--- src/rtl/mme_sched_pkg.sv ---
// Shared types and constants for the matrix-multiply tile sequencer.
//  - sched_state_t : sequencer state encoding
//  - tile_idx_t    : tile index (ti, tj, k) width
//  - mat_bases_t   : latched A/B/C base byte addresses
package mme_sched_pkg;

    localparam int unsigned DW_DEF       = 32;
    localparam int unsigned SA_WIDTH_DEF = 4;
    localparam int unsigned EB           = DW_DEF / 8;
    localparam int unsigned AW           = 32;
    localparam int unsigned NW           = 8;

    typedef logic [NW-1:0] tile_idx_t;

    typedef enum logic [3:0] {
        S_IDLE,
        S_CHECK,
        S_LD_REQ,
        S_LD_WAIT,
        S_MM_GO,
        S_MM_WAIT,
        S_ST_REQ,
        S_ST_WAIT,
        S_NEXT,
        S_DONE
    } sched_state_t;

    typedef struct packed {
        logic [AW-1:0] a;
        logic [AW-1:0] b;
        logic [AW-1:0] c;
    } mat_bases_t;

endpackage

--- src/rtl/mme_tile_addr_gen.sv ---
// Registered tile address generator.
// Ports:
//  clk, rst          clock, synchronous active-high reset
//  bases_i           latched A/B/C base byte addresses
//  n_i               matrix width N in elements
//  ti_i, tj_i, k_i   tile indices the sequencer is about to hold
//  ld_a_addr_o       A tile (ti,k) top-left byte address
//  ld_b_addr_o       B tile (k,tj) top-left byte address
//  st_c_addr_o       C tile (ti,tj) top-left byte address
//  stride_o          row stride in bytes (N * element bytes)
module mme_tile_addr_gen
    import mme_sched_pkg::*;
#(
    parameter int unsigned DW       = DW_DEF,
    parameter int unsigned SA_WIDTH = SA_WIDTH_DEF
) (
    input  logic          clk,
    input  logic          rst,
    input  mat_bases_t    bases_i,
    input  logic [NW-1:0] n_i,
    input  tile_idx_t     ti_i,
    input  tile_idx_t     tj_i,
    input  tile_idx_t     k_i,
    output logic [AW-1:0] ld_a_addr_o,
    output logic [AW-1:0] ld_b_addr_o,
    output logic [AW-1:0] st_c_addr_o,
    output logic [AW-1:0] stride_o
);

    localparam int unsigned EL_BYTES = DW / 8;

    logic [AW-1:0] w_n;
    logic [AW-1:0] w_row_ti;
    logic [AW-1:0] w_row_k;
    logic [AW-1:0] w_col_k;
    logic [AW-1:0] w_col_tj;
    logic [AW-1:0] w_a_off;
    logic [AW-1:0] w_b_off;
    logic [AW-1:0] w_c_off;

    logic [AW-1:0] r_ld_a;
    logic [AW-1:0] r_ld_b;
    logic [AW-1:0] r_st_c;
    logic [AW-1:0] r_stride;

    // Element offsets of tile corners; all products truncate to 32 bits.
    assign w_n      = AW'(n_i);
    assign w_row_ti = AW'(ti_i) * AW'(SA_WIDTH) * w_n;
    assign w_row_k  = AW'(k_i)  * AW'(SA_WIDTH) * w_n;
    assign w_col_k  = AW'(k_i)  * AW'(SA_WIDTH);
    assign w_col_tj = AW'(tj_i) * AW'(SA_WIDTH);
    assign w_a_off  = (w_row_ti + w_col_k)  * AW'(EL_BYTES);
    assign w_b_off  = (w_row_k  + w_col_tj) * AW'(EL_BYTES);
    assign w_c_off  = (w_row_ti + w_col_tj) * AW'(EL_BYTES);

    // Address registers
    always_ff @(posedge clk) begin
        if (rst) begin
            r_ld_a   <= '0;
            r_ld_b   <= '0;
            r_st_c   <= '0;
            r_stride <= '0;
        end else begin
            r_ld_a   <= bases_i.a + w_a_off;
            r_ld_b   <= bases_i.b + w_b_off;
            r_st_c   <= bases_i.c + w_c_off;
            r_stride <= w_n * AW'(EL_BYTES);
        end
    end

    assign ld_a_addr_o = r_ld_a;
    assign ld_b_addr_o = r_ld_b;
    assign st_c_addr_o = r_st_c;
    assign stride_o    = r_stride;

endmodule

--- src/rtl/mme_tile_sched.sv ---
// Tile-level sequencer for the matrix-multiply engine (C = A x B, N x N).
// Walks output tiles (ti outer, tj middle) and reduction tiles k (inner);
// each step loads an A/B tile pair then runs one MM pass; after the last k
// of an output tile the C tile is stored.
// Ports:
//  clk, rst                       clock, synchronous active-high reset
//  start_i, mat_width_i           start pulse and matrix width N
//  mat_{a,b,c}_addr_i             matrix base byte addresses
//  busy_o, done_o, err_o          status (done is a pulse, err is sticky)
//  ld_req_o/ld_gnt_i/ld_done_i    tile-load handshake, ld_{a,b}_addr_o, stride_o
//  mm_start_o/mm_clear_o/mm_done_i MM pass control
//  st_req_o/st_gnt_i/st_done_i    C-tile store handshake, st_c_addr_o
module mme_tile_sched
    import mme_sched_pkg::*;
#(
    parameter int unsigned DW       = DW_DEF,
    parameter int unsigned SA_WIDTH = SA_WIDTH_DEF
) (
    input  logic          clk,
    input  logic          rst,
    input  logic          start_i,
    input  logic [NW-1:0] mat_width_i,
    input  logic [AW-1:0] mat_a_addr_i,
    input  logic [AW-1:0] mat_b_addr_i,
    input  logic [AW-1:0] mat_c_addr_i,
    output logic          busy_o,
    output logic          done_o,
    output logic          err_o,
    output logic          ld_req_o,
    input  logic          ld_gnt_i,
    input  logic          ld_done_i,
    output logic [AW-1:0] ld_a_addr_o,
    output logic [AW-1:0] ld_b_addr_o,
    output logic [AW-1:0] stride_o,
    output logic          mm_start_o,
    output logic          mm_clear_o,
    input  logic          mm_done_i,
    output logic          st_req_o,
    input  logic          st_gnt_i,
    input  logic          st_done_i,
    output logic [AW-1:0] st_c_addr_o
);

    sched_state_t  r_state;
    logic [NW-1:0] r_n;
    mat_bases_t    r_bases;
    tile_idx_t     r_ti;
    tile_idx_t     r_tj;
    tile_idx_t     r_k;

    logic r_busy;
    logic r_done;
    logic r_err;
    logic r_ld_req;
    logic r_mm_start;
    logic r_mm_clear;
    logic r_st_req;

    tile_idx_t w_nt;
    tile_idx_t w_last;
    logic      w_bad_n;
    logic      w_last_tile;
    tile_idx_t w_ti_nxt;
    tile_idx_t w_tj_nxt;
    tile_idx_t w_k_nxt;

    // N must be a non-zero multiple of the tile edge
    assign w_bad_n     = (r_n == '0) || ((AW'(r_n) % AW'(SA_WIDTH)) != '0);
    assign w_nt        = tile_idx_t'(AW'(r_n) / AW'(SA_WIDTH));
    assign w_last      = w_nt - tile_idx_t'(1);
    assign w_last_tile = (r_ti == w_last) && (r_tj == w_last);

    // Index values for the coming cycle; fed to the address generator so the
    // addresses land in the same cycle the indices do.
    always_comb begin
        w_ti_nxt = r_ti;
        w_tj_nxt = r_tj;
        w_k_nxt  = r_k;
        case (r_state)
            S_CHECK: begin
                w_ti_nxt = '0;
                w_tj_nxt = '0;
                w_k_nxt  = '0;
            end
            S_MM_WAIT: begin
                if (mm_done_i && (r_k != w_last)) begin
                    w_k_nxt = r_k + tile_idx_t'(1);
                end
            end
            S_NEXT: begin
                w_k_nxt = '0;
                if (r_tj == w_last) begin
                    w_tj_nxt = '0;
                    w_ti_nxt = r_ti + tile_idx_t'(1);
                end else begin
                    w_tj_nxt = r_tj + tile_idx_t'(1);
                end
            end
            default: begin
            end
        endcase
    end

    // Sequencer state, indices and registered outputs
    always_ff @(posedge clk) begin
        if (rst) begin
            r_state    <= S_IDLE;
            r_n        <= '0;
            r_bases    <= '0;
            r_ti       <= '0;
            r_tj       <= '0;
            r_k        <= '0;
            r_busy     <= 1'b0;
            r_done     <= 1'b0;
            r_err      <= 1'b0;
            r_ld_req   <= 1'b0;
            r_mm_start <= 1'b0;
            r_mm_clear <= 1'b0;
            r_st_req   <= 1'b0;
        end else begin
            r_done     <= 1'b0;
            r_mm_start <= 1'b0;
            r_mm_clear <= 1'b0;
            r_ti       <= w_ti_nxt;
            r_tj       <= w_tj_nxt;
            r_k        <= w_k_nxt;

            case (r_state)
                S_IDLE: begin
                    if (start_i) begin
                        r_n       <= mat_width_i;
                        r_bases.a <= mat_a_addr_i;
                        r_bases.b <= mat_b_addr_i;
                        r_bases.c <= mat_c_addr_i;
                        r_err     <= 1'b0;
                        r_busy    <= 1'b1;
                        r_state   <= S_CHECK;
                    end
                end
                S_CHECK: begin
                    if (w_bad_n) begin
                        r_err   <= 1'b1;
                        r_done  <= 1'b1;
                        r_state <= S_DONE;
                    end else begin
                        r_ld_req <= 1'b1;
                        r_state  <= S_LD_REQ;
                    end
                end
                S_LD_REQ: begin
                    if (ld_gnt_i) begin
                        r_ld_req <= 1'b0;
                        if (ld_done_i) begin
                            r_mm_start <= 1'b1;
                            r_mm_clear <= (r_k == '0);
                            r_state    <= S_MM_GO;
                        end else begin
                            r_state <= S_LD_WAIT;
                        end
                    end
                end
                S_LD_WAIT: begin
                    if (ld_done_i) begin
                        r_mm_start <= 1'b1;
                        r_mm_clear <= (r_k == '0);
                        r_state    <= S_MM_GO;
                    end
                end
                S_MM_GO: begin
                    r_state <= S_MM_WAIT;
                end
                S_MM_WAIT: begin
                    if (mm_done_i) begin
                        if (r_k != w_last) begin
                            r_ld_req <= 1'b1;
                            r_state  <= S_LD_REQ;
                        end else begin
                            r_st_req <= 1'b1;
                            r_state  <= S_ST_REQ;
                        end
                    end
                end
                S_ST_REQ: begin
                    if (st_gnt_i) begin
                        r_st_req <= 1'b0;
                        r_state  <= st_done_i ? S_NEXT : S_ST_WAIT;
                    end
                end
                S_ST_WAIT: begin
                    if (st_done_i) begin
                        r_state <= S_NEXT;
                    end
                end
                S_NEXT: begin
                    if (w_last_tile) begin
                        r_done  <= 1'b1;
                        r_state <= S_DONE;
                    end else begin
                        r_ld_req <= 1'b1;
                        r_state  <= S_LD_REQ;
                    end
                end
                S_DONE: begin
                    r_busy  <= 1'b0;
                    r_state <= S_IDLE;
                end
                default: begin
                    r_busy  <= 1'b0;
                    r_state <= S_IDLE;
                end
            endcase
        end
    end

    mme_tile_addr_gen #(
        .DW       (DW),
        .SA_WIDTH (SA_WIDTH)
    ) u_addr_gen (
        .clk         (clk),
        .rst         (rst),
        .bases_i     (r_bases),
        .n_i         (r_n),
        .ti_i        (w_ti_nxt),
        .tj_i        (w_tj_nxt),
        .k_i         (w_k_nxt),
        .ld_a_addr_o (ld_a_addr_o),
        .ld_b_addr_o (ld_b_addr_o),
        .st_c_addr_o (st_c_addr_o),
        .stride_o    (stride_o)
    );

    assign busy_o     = r_busy;
    assign done_o     = r_done;
    assign err_o      = r_err;
    assign ld_req_o   = r_ld_req;
    assign mm_start_o = r_mm_start;
    assign mm_clear_o = r_mm_clear;
    assign st_req_o   = r_st_req;

endmodule
--- config.mk ---
export PLATFORM = sky130hd
export DESIGN_NAME = mme_tile_sched
export DESIGN_NICKNAME = d
export VERILOG_FILES = /design/src/rtl/mme_sched_pkg.sv /design/src/rtl/mme_tile_addr_gen.sv /design/src/rtl/mme_tile_sched.sv
export SDC_FILE = /design/constraint.sdc
export NUM_CORES = 1
export LEC_CHECK = 0
export CORE_MARGIN = 2
export CORE_UTILIZATION = 35
export CTS_CLUSTER_DIAMETER = 30
export DETAILED_ROUTE_END_ITERATION = 10
export HOLD_SLACK_MARGIN = 0.06
export PLACE_DENSITY_LB_ADDON = 0.3
export RECOVER_POWER = 25
export SYNTH_ARGS = -nofsm -noshare
export SYNTH_HDL_FRONTEND = slang
export SYNTH_SLANG_ARGS = --single-unit
export TNS_END_PERCENT = 5
--- constraint.sdc ---
create_clock -name clk -period 13.9 [get_ports clk]
set_input_delay 3.475 -clock clk [delete_from_list [all_inputs] [get_ports clk]]
set_output_delay 3.475 -clock clk [all_outputs]
set_load 0.05 [all_outputs]
Word-level counts from Yosys, hierarchy flattened:

Cells that the tools add are included.

* RAM bits: 0
* bits in latches: 0
* memory bits (read-only): 0
* logic and storage cells: 115
* input port bits: 112
* memories: 0
* flip-flop bits (word level): 267
* output and inout port bits: 135

* reductions and logical operators: 18
* equality and inequality tests: 22
* multiplexer cells: 42
* shifts and indexed selects: 0
* $add $sub $neg: 10
* divide/modulo/power cells: 0
* multiply operators: 2
* bitwise operators: 1
* order comparisons: 0

Operators with widths (count)
* $add A32 B32 Y32: 3
* $add A30 B10 Y30: 3
* $pmux W8 S2: 3
* $mux W4: 9
* $pmux W4 S9: 1
* $mul A8 B8 Y16: 2
* $reduce_bool A32 Y1: 1
* $add A8 B1 Y8 const B: 3
* $mux W8: 3
* $ne A2 B2 Y1 const B: 11
* $mux W1: 17
* $eq A4 B3 Y1 const B: 4
* $eq A8 B8 Y1: 2
* $logic_not A8 Y1: 2
* $pmux W1 S2: 6
* $reduce_and A6 Y1: 2
* $eq A4 B2 Y1 const B: 2
* $ne A8 B8 Y1: 1
* $reduce_or A8 Y1: 1
* $sub A6 B1 Y7 const B: 1
* $mux W3: 2
* $eq A4 B1 Y1 const B: 1
* $eq A4 B4 Y1 const B: 1
* $logic_not A4 Y1: 1
* 10 further kinds: 13

Depth between registers and ports, before layout:

Gate-level depths: netlist of run 1.

* word-level depth: 8
* depth in mapped cells: 40
* gate-level depth less buffers: 37

Hierarchy:

From an unflattened synthesis of run 1, not the netlist that was laid out.

* cell total of the unflattened synthesis: 2144
* area, all modules: 17664.4 µm²

By module, submodules not included
* mme_tile_addr_gen: cells each 1344, sequential area each 2082.0 µm², area an instance 11448.5 µm², instances 1
* mme_tile_sched: cells each 800, sequential area each 2782.7 µm², area an instance 6216.0 µm², instances 1

Worst setup path after synthesis of run 1:

No wires, ideal clock.

* path type: in2reg
* from: in mm_done_i
* to: reg u_addr_gen.r_ld_b[25] (netlist: u_addr_gen.ld_b_addr_o[25])
* setup slack: 3.842 ns
* stages on the path: 28
* data required time: 13.779 ns
* arrival: 9.938 ns
* cells stage by stage: and4_1 > buf_2 > mux2i_2 > inv_1 > nand2_1 > fa_1 > fa_1 > inv_1 > fa_1 > inv_1 > fa_1 > inv_1 > ha_1 > a21oi_1 > o21ai_0 > xor2_1 > nand3_1 > nor4b_1 > nand2_1 > nor3_1 > a21oi_1 > ha_1 > a21o_1 > a21o_1 > a21oi_1 > nand2_1 > nand3_1 > mux2_2

* cells in the longest elaborated chain, start to end: 6

Ends and longest elaborated chain
* start: declaration: line mme_tile_sched.sv:37 `input logic mm_done_i,`
* $logic_and A1 B1 Y1: line mme_tile_sched.sv:86 `if (mm_done_i && (r_k != w_last)) begin`
* $mux W8: line mme_tile_sched.sv:86
* $pmux W8 S2: line mme_tile_sched.sv:79 `case (r_state)`
* net u_addr_gen.k_i[1]: line mme_tile_addr_gen.sv:23 `input tile_idx_t k_i,`
* $mul A8 B8 Y16: line mme_tile_addr_gen.sv:49 `assign w_row_k = AW'(k_i) * AW'(SA_WIDTH) * w_n;`
* $add A30 B10 Y30: line mme_tile_addr_gen.sv:53 `assign w_b_off = (w_row_k + w_col_tj) * AW'(EL_BYTES);`
* $add A32 B32 Y32: line mme_tile_addr_gen.sv:65 `r_ld_b <= bases_i.b + w_b_off;`
* end signal: assignment: line mme_tile_addr_gen.sv:65
* end: declaration: line mme_tile_addr_gen.sv:42 `logic [AW-1:0] r_ld_b;`

The timed path passes the listed nets, and every way through them passes these cells.
A chain may end at the register's enable or synchronous reset.

Worst setup path in the final report of run 1:

* from: in mm_done_i
* to: reg u_addr_gen.r_ld_b[28] (netlist: u_addr_gen.ld_b_addr_o[28])

The elaborated chain is that of the path after synthesis.

==> summary.txt, run 1 <==
Timing
  – Finish-stage setup viols: 0
  – Slew Limit Headroom: -1.599
  – PnR worst setup slack: 2.812 ns
  – Clk_skew: 0.03860 ns
  – Fin. max-slew vios: 232
  – RSZ-0062 raised after global routing: false
  – Final hold viol count: 0
  – Max frequency: 90.19 MHz
  – Tightest Pin Transition: 3.898 ns
  – Final period utilization: 0.7977
  – Setup TNS Final: 0 ns
  – Tmin final: 11.09 ns

Global route
  – Number of global-route vias before repair: 14990
  – Grt total ovfl: 0
  – First-pass GRT wire length: 77.60 mm
  – Initial antenna violation count: 0
  – All-layer global routing usage: 0.1926
  – Largest net degree at the start of global routing: 93

Synthesis
  – Synth Instances: 2056
  – Mean Syn Cell Area: 8.248 sq um
  – Largest cells by area after synthesis: dfxtp_1 29%, ha_1 11%, fa_1 9.2%, nand2_1 7.2%, a21oi_1 5.7%
  – Most common library cells after synthesis: 325 x nand2_1, 243 x dfxtp_1, 194 x a21oi_1
  – Post-synth top flop: dfxtp_1
  – Yosys cell types: 71
  – Most common cell in the netlist: nand2_1
  – Mapped Area: 16960 sq um
  – Yosys warnings: 0
  – Sequential area share after synthesis: 0.2869
  – Largest area contributor in the netlist: dfxtp_1
  – Top cell type's share of synthesized area: 0.2869
  – Post-synth EDFFs: 0
  – Flops & latches, synth: 243
  – Async set-reset flop share out of synthesis: 0

Pwr
  – Logic pwr share: 0.258
  – Power, Total: 0.003171 W
  – Sw frac: 0.3409
  – Peak VDD IR: 0.1113 mV
  – Clock Power Share: 0.459
  – Internal power: 0.002090 W
  – PD cells: 145.4 nW/um^2
  – Leak: 9.563 nW
  – Sequential power share: 0.283
  – P_sw: 0.001081 W

Clock network
  – CTS Hold Bufs: 0
  – Worst-path clk slew: 0.05 ns
  – Post-CTS setup repair buffer count: 0
  – Post-cts sizing count: 0
  – Clock Path Buffers: 3
  – CTS H-tree depth: 2
  – CTS tree: yes
  – Clock Root Buffer: clkbuf_16
  – Clock Sinks: 243
  – Worst-skew pair later-pin latency: 0.62 ns
  – Number of buffers created by CTS: 57

Drt
  – WL/cell: 16.45 um
  – ANT nets after route: 0
  – Iter 0 DRT Violations: 884
  – DR vias: 14850
  – Routed vias/inst: 5.051
  – Final WL: 48.33 mm
  – Drt pass-1 iters: 5
  – Remaining DRCs: 0

Floorplan
  – Die Ht: 224.1 um
  – Initial Util: 0.3552
  – Die Area: 50230 sq um
  – Core ar.: 47750 sq um
  – Number of placed I/O pins: 247
  – Chip Width: 224.1 um
  – Std-Cell Rows: 80

Place
  – GP Congestion: 0.8864
  – Worst slack at placement: 2.343 ns
  – I/O Buffers: 222
  – Post-DP HPWL: 35.81 mm

Worst setup path
  – Slowest stage cell, crit path: mux2i_1
  – Crit path launch type: input pin
  – Largest stage delay on the critical path: 0.63 ns
  – Worst path most repeated cell: fa_1
  – Crit path capture type: flip-flop
  – WP buf/inv: 4
  – Worst EP required: 14.27 ns
  – Crit Path Max Fanout: 10
  – Kind of critical path: in2reg
  – Critical Path AT: 11.46 ns
  – Crit path max-delay family: adder cells

Final layout
  – Area grow syn2layout: 28.58%
  – Fillcell total: 4634
  – Footprint of the multi-input gates: 11230 sq um
  – Nets: 2622
  – Utilization after layout: 0.4567
  – FF/Latch Area: 4865 sq um
  – Ant diodes: 0
  – Share of cells above drive strength 1: 0.06497

Status
  – Failing checks: capacitance limit, slew limit
  – Status: finished with violations

Min path
  – HP Class: reg2reg

Run
  – Max-Cap Viols: 3
[worst reg2reg max path, delay by kind of cell (launching register included)]
family                     cells  cell delay (ns)
and+or+nand+nor                6             1.41
buffers and inverters          6             0.64
DFF                            1             0.82
adders and majority gates      8             3.51
muxes                          1             0.31
xor gates and xnor gates       5             1.57
AOI/OAI and AO/OA              6             2.30
[metrics by stage]
stage                     cells  hold WS [ns]  instance area [sq um]
after global routing       2939        0.4692                  21810
after CTS                  2939        0.4490                  21820
after floorplan            2079        0.4318                  17050
final                      2939        0.4475                  21810
after global placement     2833        0.4382                  19700
after detailed placement   2833        0.4419                  19700
[power by group through the flow]
stage / combinational, W / clock [W] / sequential, W
2_1_floorplan: 0.000444 / 0 / 0.00101
3_3_place_gp: 0.000799 / 0 / 0.000906
3_5_place_dp: 0.000812 / 0 / 0.000908
4_1_cts: 0.000816 / 0.00148 / 0.000897
5_1_grt: 0.000884 / 0.00152 / 0.000912
6_report: 0.000817 / 0.00146 / 0.000898
[layer usage]
metal | vias to the layer above | global-route usage | part of all wire
li1 | 7309 | - | -
met1 | 7084 | 0.2448 | 0.44
met2 | 372 | 0.3256 | 0.47
met3 | 81 | 0.04105 | 0.056
met4 | 0 | 0.06108 | 0.025
met5 | - | 0 | 0
[sequential cells by signal, summed over array words and instances, names as in the netlist, 8 cells and up]
name,flops
u_addr_gen.stride_o,8
u_addr_gen.ld_a_addr_o,32
r_tj,8
r_n,8
u_addr_gen.st_c_addr_o,32
r_ti,8
r_k,8
u_addr_gen.ld_b_addr_o,32
r_bases,96
[cell type report]
cell class,instances,area share
clock buffers,63,0.06782
clock inverters,43,0.02926
inverters,132,0.02272
multi-input cells,1605,0.5150
flip-flops and latches,243,0.2231
well taps,615,0.03529
repair buffers,238,0.1068
[cell families (layout without fill, tap and decap cells)]
group	after synthesis	in the layout	share of synthesized area
AND/OR/NAND/NOR	795	795	0.2188
other	1	24	0.0002211
multiplexers	15	15	0.009960
adder cells (fa/ha/maj)	233	233	0.2064
buffers and inverters	231	476	0.05703
AO/OA/AOI/OAI	392	392	0.1400
XOR/XNOR	146	146	0.08071
flip-flops	243	243	0.2869
[placed cells by master, fill, tap and decap left out, drive strengths merged, types with 58 or more instances in the layout]
cell type	instances
nand2	325
clkdlybuf4s50	221
ha	155
inv	139
nor2	175
fa	78
dfxtp	243
a21oi	194
clkbuf	66
xnor2	89
and2	80
o21ai	58
[worst paths after layout]
path,start,endpoint,slack (ns),cells after the start
max,mm_done_i,u_addr_gen.ld_b_addr_o[28],2.81,28
min,r_bases[35],r_bases[35],0.45,2
max reg2reg,r_n[3],u_addr_gen.st_c_addr_o[29],3.26,32
min reg2reg,r_bases[35],r_bases[35],0.45,2
Power figures use the tool's default switching activity.
==> inputs of run 2 (changes only) <==
==> constraint.sdc (replaced) <==
create_clock -name clk -period 9.65 [get_ports clk]
set_input_delay 2.4125 -clock clk [delete_from_list [all_inputs] [get_ports clk]]
set_output_delay 2.4125 -clock clk [all_outputs]
set_load 0.05 [all_outputs]
==> run 2 against run 1 <==
Effect of this change: the flow still finishes with violations (capacitance limit, slew limit); critical path depth is the same; utilization rose by 1.8 points; total power is 41% higher; register-to-register slack got worse by 2.7 ns; clock power rose by 35%; sequential share of layout area is 0.84 points lower; critical endpoint is now u_addr_gen.ld_b_addr_o[19]; largest power group unchanged.
==> summary.txt, run 2 (same netlist as run 1, synthesis figures left out) <==
Final layout
  – Most frequent cells in the layout: 325 x nand2_1, 243 x dfxtp_1, 219 x clkdlybuf4s50_1
  – Nets: 2752
  – Fillcell total: 4553
  – Ant diodes: 0
  – FF/Latch Area: 4865 sq um
  – Area grow syn2layout: 33.64%
  – Reg with most FFs: r_bases
  – Footprint of the multi-input gates: 11230 sq um
  – Max FFs per register: 96
  – Share of cells above drive strength 1: 0.1145
  – Utilization after layout: 0.4747
  – Most common cell after layout, fill and taps aside: nand2_1

Worst setup path
  – Crit path launch type: input pin
  – Critical Path AT: 9.62 ns
  – Crit Path Max Fanout: 8
  – Crit path max-delay family: adder cells
  – Worst path most repeated cell: fa_1
  – Slowest stage cell, crit path: clkdlybuf4s50_1
  – WP buf/inv: 5
  – Kind of critical path: in2reg
  – Largest stage delay on the critical path: 0.55 ns
  – Crit path capture type: flip-flop
  – Worst EP required: 10.08 ns

Clock network
  – Number of buffers created by CTS: 58
  – Worst-skew pair later-pin latency: 0.61 ns
  – Clock Path Buffers: 3
  – Clock Root Buffer: clkbuf_16
  – Clock Sinks: 243
  – Post-CTS setup repair buffer count: 0
  – CTS H-tree depth: 2
  – Worst-path clk slew: 0.05 ns
  – CTS tree: yes

Global route
  – Grt total ovfl: 0
  – Number of global-route vias before repair: 15520
  – First-pass GRT wire length: 79.06 mm
  – Initial antenna violation count: 0
  – All-layer global routing usage: 0.1961
  – Largest net degree at the start of global routing: 91

Status
  – Status: finished with violations
  – Failing checks: capacitance limit, slew limit

Drt
  – Drt pass-1 iters: 5
  – Remaining DRCs: 0
  – DR vias: 15330
  – Final WL: 49.16 mm
  – Iter 0 DRT Violations: 903
  – ANT nets after route: 0
  – WL/cell: 16.01 um
  – Routed vias/inst: 4.994

Floorplan
  – Std-Cell Rows: 80
  – Core ar.: 47750 sq um
  – Die Ht: 224.1 um
  – Initial Util: 0.3552
  – Number of placed I/O pins: 247
  – Die Area: 50230 sq um
  – Chip Width: 224.1 um

Timing
  – Max frequency: 108.9 MHz
  – RSZ-0062 raised after global routing: false
  – Finish-stage setup viols: 0
  – Clk_skew: 0.02577 ns
  – Final hold viol count: 0
  – Slew Limit Headroom: -1.699
  – Tmin final: 9.187 ns
  – Fin. max-slew vios: 151
  – Tightest Pin Transition: 4.048 ns
  – Final period utilization: 0.9520

Pwr
  – Leak: 10.19 nW
  – Peak VDD IR: 0.1439 mV
  – PD cells: 197.7 nW/um^2
  – Power, Total: 0.004482 W

Min path
  – HP Class: reg2reg

Place
  – Post-DP HPWL: 37.62 mm
  – I/O Buffers: 222
  – GP Congestion: 0.8695

Run
  – Max-Cap Viols: 2
==> run 2: cell count changes in the layout (fill, tap and decap cells not counted), moves of 4 or more <==
cell / before / now
clkbuf_8: 3 / 8
buf_4: 14 / 137
bufinv_16: 12 / 5
clkinvlp_4: 11 / 7
inv_6: 6 / 12
==> run 2: report_power, final <==
part	switching, W	internal [W]
sequential	0.000123	0.00117
combinational	0.000772	0.000452
clock	0.000662	0.00131
==> run 2: metrics by stage <==
| stage | TNS (ns) | std cells | setup slack (ns) | hold slack, ns | area, sq um |
|---|---|---|---|---|---|
| after global placement | 0 | 2962 | 0.07278 | 0.4374 | 20680 |
| after detailed placement | -0.09910 | 2962 | -0.04044 | 0.4432 | 20680 |
| after floorplan | 0 | 2079 | 0.6541 | 0.4318 | 17050 |
| final | 0 | 3070 | 0.4635 | 0.4460 | 22660 |
| after CTS | 0 | 3070 | 0.4871 | 0.4502 | 22690 |
| after global routing | 0 | 3070 | 0.03934 | 0.4652 | 22660 |
==> run 2: per-layer routing <==
metal  vias to the layer above  wire (um)  GRT usage
met5                         -          0          0
met4                         0       1502    0.07204
met3                       110       2705    0.04158
met2                       391      23270     0.3366
met1                      7259      21680     0.2412
li1                       7573          -          -
==> run 2: final timing paths <==
kind	startpoint	endpoint	slack [ns]	cells after the start
worst max-delay path	mm_done_i	u_addr_gen.ld_b_addr_o[19]	0.46	28
worst min-delay path	r_bases[32]	r_bases[32]	0.45	2
worst max register to register	r_n[5]	u_addr_gen.st_c_addr_o[31]	0.54	34
worst min register to register	r_bases[32]	r_bases[32]	0.45	2
==> run 2: repair_timing <==
| action | in CTS | in global routing |
|---|---|---|
| setup endpoints to repair | 0 | 3 |
| hold buffers | 0 | 0 |
| gates resized for setup | 0 | 3 |
| hold endpoints to repair | 0 | 0 |
==> run 2: worst reg2reg max path: cells and delay by family, from the launching register on <==
kind                       cells  cell delay (ns)
adders and majority gates      6             2.63
DFF                            1             0.47
buffers and inverters          5             0.40
AOI/OAI and AO/OA              4             0.95
xor gates and xnor gates       3             0.75
muxes                          1             0.32
and+or+nand+nor               15             3.48
==> run 2: area by class of cell <==
| type | instances | area share |
|---|---|---|
| repair buffers | 367 | 0.1455 |
| multi-input cells | 1605 | 0.4957 |
| well taps | 615 | 0.03395 |
| flip-flops and latches | 243 | 0.2147 |
| clock inverters | 40 | 0.01910 |
| inverters | 132 | 0.02186 |
| clock buffers | 68 | 0.06923 |
